**src/rtl/db15_serial_reader.sv**
```systemverilog
// db15_serial_reader
// Serial front end for the DB15 user-port joystick adapter (74HC165-style
// parallel-load shift-register chain). Generates JOY_LOAD / JOY_CLK, samples
// JOY_DATA through a two-flop synchroniser and de-serialises one 24-bit frame
// holding both players. Decoded words are active-high and laid out like the
// DB9MD path: [0]R [1]L [2]D [3]U [4]A [5]B [6]C [7]D [8]E [9]F [10]Start
// [11]Mode, upper nibble zero. Both words update together on the valid pulse.

module db15_serial_reader #(
  parameter int CLK_DIV   = 32,   // clk cycles per tick (half JOY_CLK period), >= 4
  parameter int GAP_TICKS = 1000  // idle ticks between frames, >= 1
) (
  input  logic        clk,
  input  logic        reset,
  input  logic        JOY_DATA,
  output logic        JOY_CLK,
  output logic        JOY_LOAD,
  output logic [15:0] joystick1,
  output logic [15:0] joystick2,
  output logic        valid
);

  localparam int DIV_W = $clog2(CLK_DIV);
  localparam int GAP_W = $clog2(GAP_TICKS + 1);

  localparam logic [DIV_W-1:0] DIV_LAST = DIV_W'(CLK_DIV - 1);
  localparam logic [GAP_W-1:0] GAP_LAST = GAP_W'(GAP_TICKS - 1);
  localparam logic [4:0]       LAST_BIT = 5'd23;

  localparam logic [2:0] ST_GAP  = 3'd0;
  localparam logic [2:0] ST_LOAD = 3'd1;
  localparam logic [2:0] ST_SLO  = 3'd2;
  localparam logic [2:0] ST_SHI  = 3'd3;
  localparam logic [2:0] ST_DONE = 3'd4;

  // Turn 12 raw active-low bits of one player into the active-high word.
  function automatic logic [15:0] decode_player(input logic [11:0] raw);
    decode_player = {4'b0000, ~raw};
  endfunction

  logic [DIV_W-1:0] div_r;
  logic             tick_s;
  logic             sync1_r;
  logic             sync2_r;

  logic [2:0]       state_r;
  logic [2:0]       state_s;
  logic [GAP_W-1:0] gap_cnt_r;
  logic [GAP_W-1:0] gap_cnt_s;
  logic             load_cnt_r;
  logic             load_cnt_s;
  logic [4:0]       bit_idx_r;
  logic [4:0]       bit_idx_s;
  logic [23:0]      frame_r;
  logic [23:0]      frame_s;

  logic             joy_clk_r;
  logic             joy_clk_s;
  logic             joy_load_r;
  logic             joy_load_s;
  logic [15:0]      joy1_r;
  logic [15:0]      joy1_s;
  logic [15:0]      joy2_r;
  logic [15:0]      joy2_s;
  logic             valid_r;
  logic             valid_s;

  // Free-running tick divider: wraps at CLK_DIV-1, tick marks the wrap cycle.
  always_ff @(posedge clk) begin
    if (reset) begin
      div_r <= {DIV_W{1'b0}};
    end else if (div_r == DIV_LAST) begin
      div_r <= {DIV_W{1'b0}};
    end else begin
      div_r <= div_r + {{(DIV_W-1){1'b0}}, 1'b1};
    end
  end

  assign tick_s = (div_r == DIV_LAST);

  // Two-flop synchroniser for the asynchronous serial data; idles high
  // so an absent adapter reads as "no buttons pressed".
  always_ff @(posedge clk) begin
    if (reset) begin
      sync1_r <= 1'b1;
      sync2_r <= 1'b1;
    end else begin
      sync1_r <= JOY_DATA;
      sync2_r <= sync1_r;
    end
  end

  // Frame sequencer: gap, load pulse, 24 sample/shift half-periods, publish.
  always_comb begin
    state_s    = state_r;
    gap_cnt_s  = gap_cnt_r;
    load_cnt_s = load_cnt_r;
    bit_idx_s  = bit_idx_r;
    frame_s    = frame_r;
    joy_clk_s  = joy_clk_r;
    joy_load_s = joy_load_r;
    joy1_s     = joy1_r;
    joy2_s     = joy2_r;
    valid_s    = 1'b0;

    case (state_r)
      ST_GAP: begin
        joy_clk_s  = 1'b0;
        joy_load_s = 1'b1;
        if (tick_s) begin
          if (gap_cnt_r == GAP_LAST) begin
            gap_cnt_s  = {GAP_W{1'b0}};
            load_cnt_s = 1'b0;
            joy_load_s = 1'b0;
            state_s    = ST_LOAD;
          end else begin
            gap_cnt_s = gap_cnt_r + {{(GAP_W-1){1'b0}}, 1'b1};
          end
        end else begin
          gap_cnt_s = gap_cnt_r;
        end
      end

      ST_LOAD: begin
        // JOY_LOAD stays low for two full ticks; the clock stays parked low.
        joy_clk_s = 1'b0;
        if (tick_s) begin
          if (load_cnt_r) begin
            joy_load_s = 1'b1;
            bit_idx_s  = 5'd0;
            state_s    = ST_SLO;
          end else begin
            load_cnt_s = 1'b1;
          end
        end else begin
          load_cnt_s = load_cnt_r;
        end
      end

      ST_SLO: begin
        // Data for the current bit has been stable for a whole tick here.
        if (tick_s) begin
          frame_s[bit_idx_r] = sync2_r;
          if (bit_idx_r == LAST_BIT) begin
            state_s = ST_DONE;
          end else begin
            joy_clk_s = 1'b1;
            state_s   = ST_SHI;
          end
        end else begin
          joy_clk_s = 1'b0;
        end
      end

      ST_SHI: begin
        if (tick_s) begin
          joy_clk_s = 1'b0;
          bit_idx_s = bit_idx_r + 5'd1;
          state_s   = ST_SLO;
        end else begin
          joy_clk_s = 1'b1;
        end
      end

      ST_DONE: begin
        // Both words are replaced in the same cycle, so no torn frame is seen.
        joy1_s     = decode_player(frame_r[11:0]);
        joy2_s     = decode_player(frame_r[23:12]);
        valid_s    = 1'b1;
        gap_cnt_s  = {GAP_W{1'b0}};
        joy_clk_s  = 1'b0;
        joy_load_s = 1'b1;
        state_s    = ST_GAP;
      end

      default: begin
        gap_cnt_s  = {GAP_W{1'b0}};
        joy_clk_s  = 1'b0;
        joy_load_s = 1'b1;
        state_s    = ST_GAP;
      end
    endcase
  end

  // Sequencer and output registers; reset abandons any partial frame.
  always_ff @(posedge clk) begin
    if (reset) begin
      state_r    <= ST_GAP;
      gap_cnt_r  <= {GAP_W{1'b0}};
      load_cnt_r <= 1'b0;
      bit_idx_r  <= 5'd0;
      frame_r    <= 24'hFF_FFFF;
      joy_clk_r  <= 1'b0;
      joy_load_r <= 1'b1;
      joy1_r     <= 16'h0000;
      joy2_r     <= 16'h0000;
      valid_r    <= 1'b0;
    end else begin
      state_r    <= state_s;
      gap_cnt_r  <= gap_cnt_s;
      load_cnt_r <= load_cnt_s;
      bit_idx_r  <= bit_idx_s;
      frame_r    <= frame_s;
      joy_clk_r  <= joy_clk_s;
      joy_load_r <= joy_load_s;
      joy1_r     <= joy1_s;
      joy2_r     <= joy2_s;
      valid_r    <= valid_s;
    end
  end

  assign JOY_CLK   = joy_clk_r;
  assign JOY_LOAD  = joy_load_r;
  assign joystick1 = joy1_r;
  assign joystick2 = joy2_r;
  assign valid     = valid_r;

endmodule
```
**config.mk**
```make
export PLATFORM = sky130hd
export DESIGN_NAME = db15_serial_reader
export DESIGN_NICKNAME = d
export VERILOG_FILES = /design/src/rtl/db15_serial_reader.sv
export SDC_FILE = /design/constraint.sdc
export NUM_CORES = 1
export LEC_CHECK = 0
export BUFFER_PORTS_ARGS = -buffer_cell sky130_fd_sc_hd__clkbuf_2
export CAP_MARGIN = 30
export CELL_PAD_IN_SITES_DETAIL_PLACEMENT = 0
export CELL_PAD_IN_SITES_GLOBAL_PLACEMENT = 1
export CORE_MARGIN = 2
export CORE_UTILIZATION = 50
export CTS_BUF_LIST = sky130_fd_sc_hd__clkbuf_4
export DETAILED_ROUTE_END_ITERATION = 10
export PLACE_DENSITY_LB_ADDON = 0.25
export SETUP_SLACK_MARGIN = 0.15
export SLEW_MARGIN = 20
export SYNTH_ARGS = -nofsm -noshare
export SYNTH_HDL_FRONTEND = slang
export SYNTH_SLANG_ARGS = --single-unit
```
**constraint.sdc**
```tcl
create_clock -name clk -period 4.5 [get_ports clk]
set_input_delay 0.9 -clock clk [delete_from_list [all_inputs] [get_ports clk]]
set_output_delay 0.9 -clock clk [all_outputs]
set_load 0.05 [all_outputs]
```
Word-level counts from Yosys, hierarchy flattened

Index checks and enable logic that the tools add are counted.
Widths: inputs -> output; s select.

Output and inout port bits: 35
Bits in writable memories: 0
Logic and storage cells: 81
Latch bits: 0
Memories: 0
Bits in registers: 77
Memory bits (read-only): 0

Bitwise operators: 4
Magnitude comparators: 2
Reductions and logical operators: 13
Mux-type cells: 32
Add/subtract/negate cells: 3
Equality and inequality tests: 14
Divide/modulo/power cells: 0
Multiply operators: 0
Shift operators: 0

Operator list:

| kind                  | number |
|---|---|
| $bwmux 24             | 1 |
| $not 12->12           | 2 |
| $mux 3                | 7 |
| $mux 10               | 2 |
| $pmux 10 s2           | 1 |
| $mux 5                | 3 |
| $mux 1                | 12 |
| $ne 2x2->1 const B    | 6 |
| $pmux 3 s4            | 1 |
| $add 10x1->10 const B | 1 |
| $add 5x1->5 const B   | 2 |
| $eq 10x10->1 const B  | 1 |
| $eq 5x5->1 const B    | 2 |
| $pmux 5 s2            | 1 |
| $reduce_and 4->1      | 2 |
| $eq 3x2->1 const B    | 2 |
| $lt 5x6->1 const B    | 1 |
| $reduce_and 6->1      | 1 |
| $demux 1 s5           | 1 |
| $ge 5x1->1 const B    | 1 |
| $pmux 1 s2            | 2 |
| $reduce_and 2->1      | 2 |
| $reduce_bool 2->1     | 2 |
| $reduce_or 2->1       | 2 |
| other kinds (9)       | 10 |

Logic depth before layout (Yosys ltp)

Word-level depth: 5
Mapped depth: 9
Mapped depth without buffers: 7

Least setup slack after synthesis

OpenSTA, ideal clock, no wires.

Path kind: register to register
Start point: register div_r[0]
End point: register frame_r[19]
Arrival time: 1.840 ns
Slack: 2.543 ns
Data required time: 4.383 ns
Stages on the path, launching flop included: 10
Buffers on the path: 2
Cell sequence: dfxtp_1 ha_1 and3_1 ha_1 nor4bb_1 clkbuf_1 buf_2 nand3_1 mux2i_1 nand2b_1

Word-level cells in the longest chain between the ends: 2

RTL lines:

| element                    | RTL line | text |
|---|---|---|
| start, declared            | 41       | `logic [DIV_W-1:0] div_r;` |
| start signal, assigned     | 71       | `div_r <= {DIV_W{1'b0}};` |
| start signal, assigned     | 73       | `div_r <= {DIV_W{1'b0}};` |
| start signal, assigned     | 75       | `div_r <= div_r + {{(DIV_W-1){1'b0}}, 1'b1};` |
| $eq 5x5->1                 | 79       | `assign tick_s = (div_r == DIV_LAST);` |
| $reduce_and 2->1 (no line) | n/a      |  |
| end signal, assigned       | 203      | `frame_r <= frame_s;` |
| end, declared              | 54       | `logic [23:0] frame_r;` |

No other way between the ends.
A chain may end at the register's enable or synchronous reset.

Worst setup path after layout

Start point: register div_r[0]
End point: register gap_cnt_r[8]

Word-level cells in the longest chain between the ends: 3

RTL lines:

| element                    | RTL line | text |
|---|---|---|
| $eq 5x5->1                 | 79       |  |
| $ne 2x2->1 (no line)       | n/a      |  |
| $reduce_and 2->1 (no line) | n/a      |  |
| end signal, assigned       | 189      | `gap_cnt_r <= {GAP_W{1'b0}};` |
| end signal, assigned       | 200      | `gap_cnt_r <= gap_cnt_s;` |
| end, declared              | 48       | `logic [GAP_W-1:0] gap_cnt_r;` |

No other way between the ends.

==> flow_summary_export.csv <==
group,metric,value,unit
layout,area_growth,8.47,%
detailed_routing,antenna_left,0,
placed_design,placed_cell_area,3470,µm²
timing,finalSetupViolations,0,
worst_setup_path,cp.arrival,2.89,ns
layout,layout_commonest_cell,"dfxtp_1",
synth,synth_cells,363,
floorplan,initial_core_util,52.0,%
pwr,ir_drop,0.196,mV
worst_setup_path,startpoint_type,"register",
worst_setup_path,cpMaxStageDelayCell,"or3b_1",
synth,postSynthAreaPerCell,9.20,µm²
pwr,leakagePower,0.00145,µW
placed_design,gp_congestion,0.769,
clock_tree,cts.path.max_buffers,2,
worst_setup_path,crit_chain,"ha_1 -> and3_1 -> ha_1 -> or3b_1 -> or4_1 -> a31oi_1",
synth,yosysTopAreaCellShare,46.2,%
worst_setup_path,path_common_cell,"ha_1",
clock_tree,postCtsHoldBufs,0,
worst_setup_path,required,4.83,ns
pwr,powerDensity,327,nW/µm²
floorplan,die_y,85.7,µm
synth,synth_area,3340,µm²
synth,synth-edff-count,0,
detailed_routing,vias,2476,
layout,final_nets,389,
clock_tree,cts_tree,"yes",
timing,fin_crit,2.56,ns
clock_tree,cts_sinks,77,
detailed_routing,drc_errors,0,
synth,synth_top_family_by_area,"simple AND/OR/NAND/NOR gates",
timing,fin_crit_sh,56.9,%
global_route,overflow,0,
detailed_routing,viasPerCell,5.39,
timing,drv_slew,0,
floorplan,die_w,85.7,µm
global_route,grt_pass1_wl,10.8,mm
clock_tree,htreeDepth,3,
clock_tree,clk_pin_slew,0.13,ns
synth,synthSimpleGateAreaFrac,24.2,%
floorplan,fp.coreArea,6420,µm²
synth,synth_mux_area_share,7.83,%
layout,utilization,56.4,%
timing,finalHoldViolations,0,
clock_tree,cts_root_buf,"clkbuf_4",
global_route,grt_usage,18.4,%
layout,design_area,3620,µm²
pwr,power,1190,µW
synth,yosysWarnings,0,
placed_design,hpwl,4.05,mm
synth,synth_xor_area_share,1.84,%
synth,synth_seq_cells,77,
floorplan,rows,29,
synth,synth_fa_ha_area_share,3.00,%
global_route,grt_pass1_vias,2227,
placed_design,portBuffers,29,
floorplan,design.die.area,7350,µm²
global_route,antenna_found_initial,0,
synth,async_reset_ff_share,0,%
timing,fmax,390,MHz
detailed_routing,initialDrtViolationCount,112,
hold_path,hp-class,"reg -> reg",
synth,ys_top_cells_by_area,"dfxtp_1 46%, mux2i_1 7.5%, a211oi_1 5.8%",
run_status,outcome,"completed",
layout,final_cell_mix,"77 x dfxtp_1, 37 x nand3_1, 36 x nor2_1",
clock_tree,cts_setup_buffers,0,
flow_run,cap_violations,0,
worst_setup_path,max_stage_delay,0.57,ns
layout,final_layout_size_suffix_gt1_share,14.1,%
timing,slew_headroom,47.2,%
detailed_routing,wirelength,6.12,mm
timing,clock-skew-final,0.0166,ns
worst_setup_path,worstSetupPathType,"reg -> reg",
timing,worst_pin_slew,0.790,ns
synth,synth_compound_area_share,11.1,%
synth,synth_cell_type_count,45,
layout,num-fill-cells,605,
detailed_routing,post_drt_wl_per_cell,13.3,µm
clock_tree,insertion_delay,0.41,ns
synth,synth-seq-area-share,46.2,%
detailed_routing,drtPass1Iterations,6,
timing,rsz0062_at_grt,"no",
timing,tns,0,ns
global_route,grt_start_max_net_pins,64,
worst_setup_path,crit_fanout,15,
clock_tree,ctsResizeCount,0,
layout,n_antenna_cell,0,
floorplan,num_io_pins,38,
clock_tree,numCtsBuffers,9,
worst_setup_path,crit_path_end_kind,"register",
synth,ys_dominant_reg_cell,"dfxtp_1",
synth,synth_area_leader_cell,"dfxtp_1",
## routing by layer
layer / vias to the layer above / share of wire [%] / global-route usage, %
met3: 4 / 3.9 / 5.87
met4: 0 / 0.69 / 6.64
met5: - / 0 / 0
met1: 1134 / 52 / 26.7
met2: 51 / 43 / 25.7
li1: 1287 / - / -
## area by class of cell
type | instances | area, µm² | area share [%]
multi-input cells | 255 | 1650 | 45.5
clock buffers | 9 | 67.6 | 1.87
well taps | 77 | 96.3 | 2.66
repair buffers | 32 | 171 | 4.73
clock inverters | 6 | 87.6 | 2.42
flip-flops and latches | 77 | 1540 | 42.6
inverters | 3 | 11.3 | 0.311
## synthesized netlist by cell type (2+ instances only)
master,n
dfxtp_1,77
nand3_1,37
nor2_1,36
a211oi_1,26
mux2i_1,25
nand2b_1,25
nand2_1,17
clkbuf_1,16
a21oi_1,11
buf_4,9
ha_1,8
buf_2,7
nor3_1,7
and2_1,6
nor3b_1,6
xor2_1,6
a31oi_1,3
and3_1,3
and3b_1,3
inv_1,3
or2_2,3
buf_1,2
nand4_1,2
nor4_1,2
o21ai_0,2
o22ai_1,2
## through the flow
stage / setup WS [ns] / instances / hold WS, ns
4_1_cts: 1.94 / 459 / 0.433
6_report: 1.94 / 459 / 0.428
5_1_grt: 1.73 / 459 / 0.452
3_5_place_dp: 1.96 / 444 / 0.402
2_1_floorplan: 2.54 / 370 / 0.389
3_3_place_gp: 1.73 / 443 / 0.393
## path summary, 6_finish.rpt
check / cells past startpoint / slack [ns] / start / endpoint
worst max register to register: 6 / 1.94 / div_r[0] / gap_cnt_r[8]
worst min register to register: 1 / 0.43 / sync1_r / sync2_r
worst min-delay path: 1 / 0.43 / sync1_r / sync2_r
worst max-delay path: 6 / 1.94 / div_r[0] / gap_cnt_r[8]
## worst max-delay path: cells and delay by family (launching register included)
kind	cells	cell delay, ns
flops	1	0.38
fa+ha+maj	2	0.63
simple gates	3	1.32
compound gates	1	0.16
## kinds of logic after synthesis
kind of cell	count (synthesis)
AND/OR/NAND/NOR	154
flip-flops	77
AO/OA/AOI/OAI	52
buffers and inverters	38
multiplexers	26
adder cells (fa/ha/maj)	8
XOR/XNOR	7
other	1
## registers in the layout, indices dropped and copies added (netlist names)
signal	cells
frame_r	24
joystick1	12
joystick2	12
gap_cnt_r	10
bit_idx_r	5
div_r	5
state_r	3
JOY_CLK	1
JOY_LOAD	1
load_cnt_r	1
sync1_r	1
sync2_r	1
valid	1
## power breakdown
| part | leakage, µW | switching [µW] | internal [µW] | total, µW |
|---|---|---|---|---|
| Sequential | 0.000622 | 6.23 | 686 | 692 |
| Combinational | 0.000750 | 27.5 | 9.70 | 37.2 |
| Clock | 0.0000761 | 233 | 222 | 455 |
No activity file was read; power rests on OpenSTA's default activity.
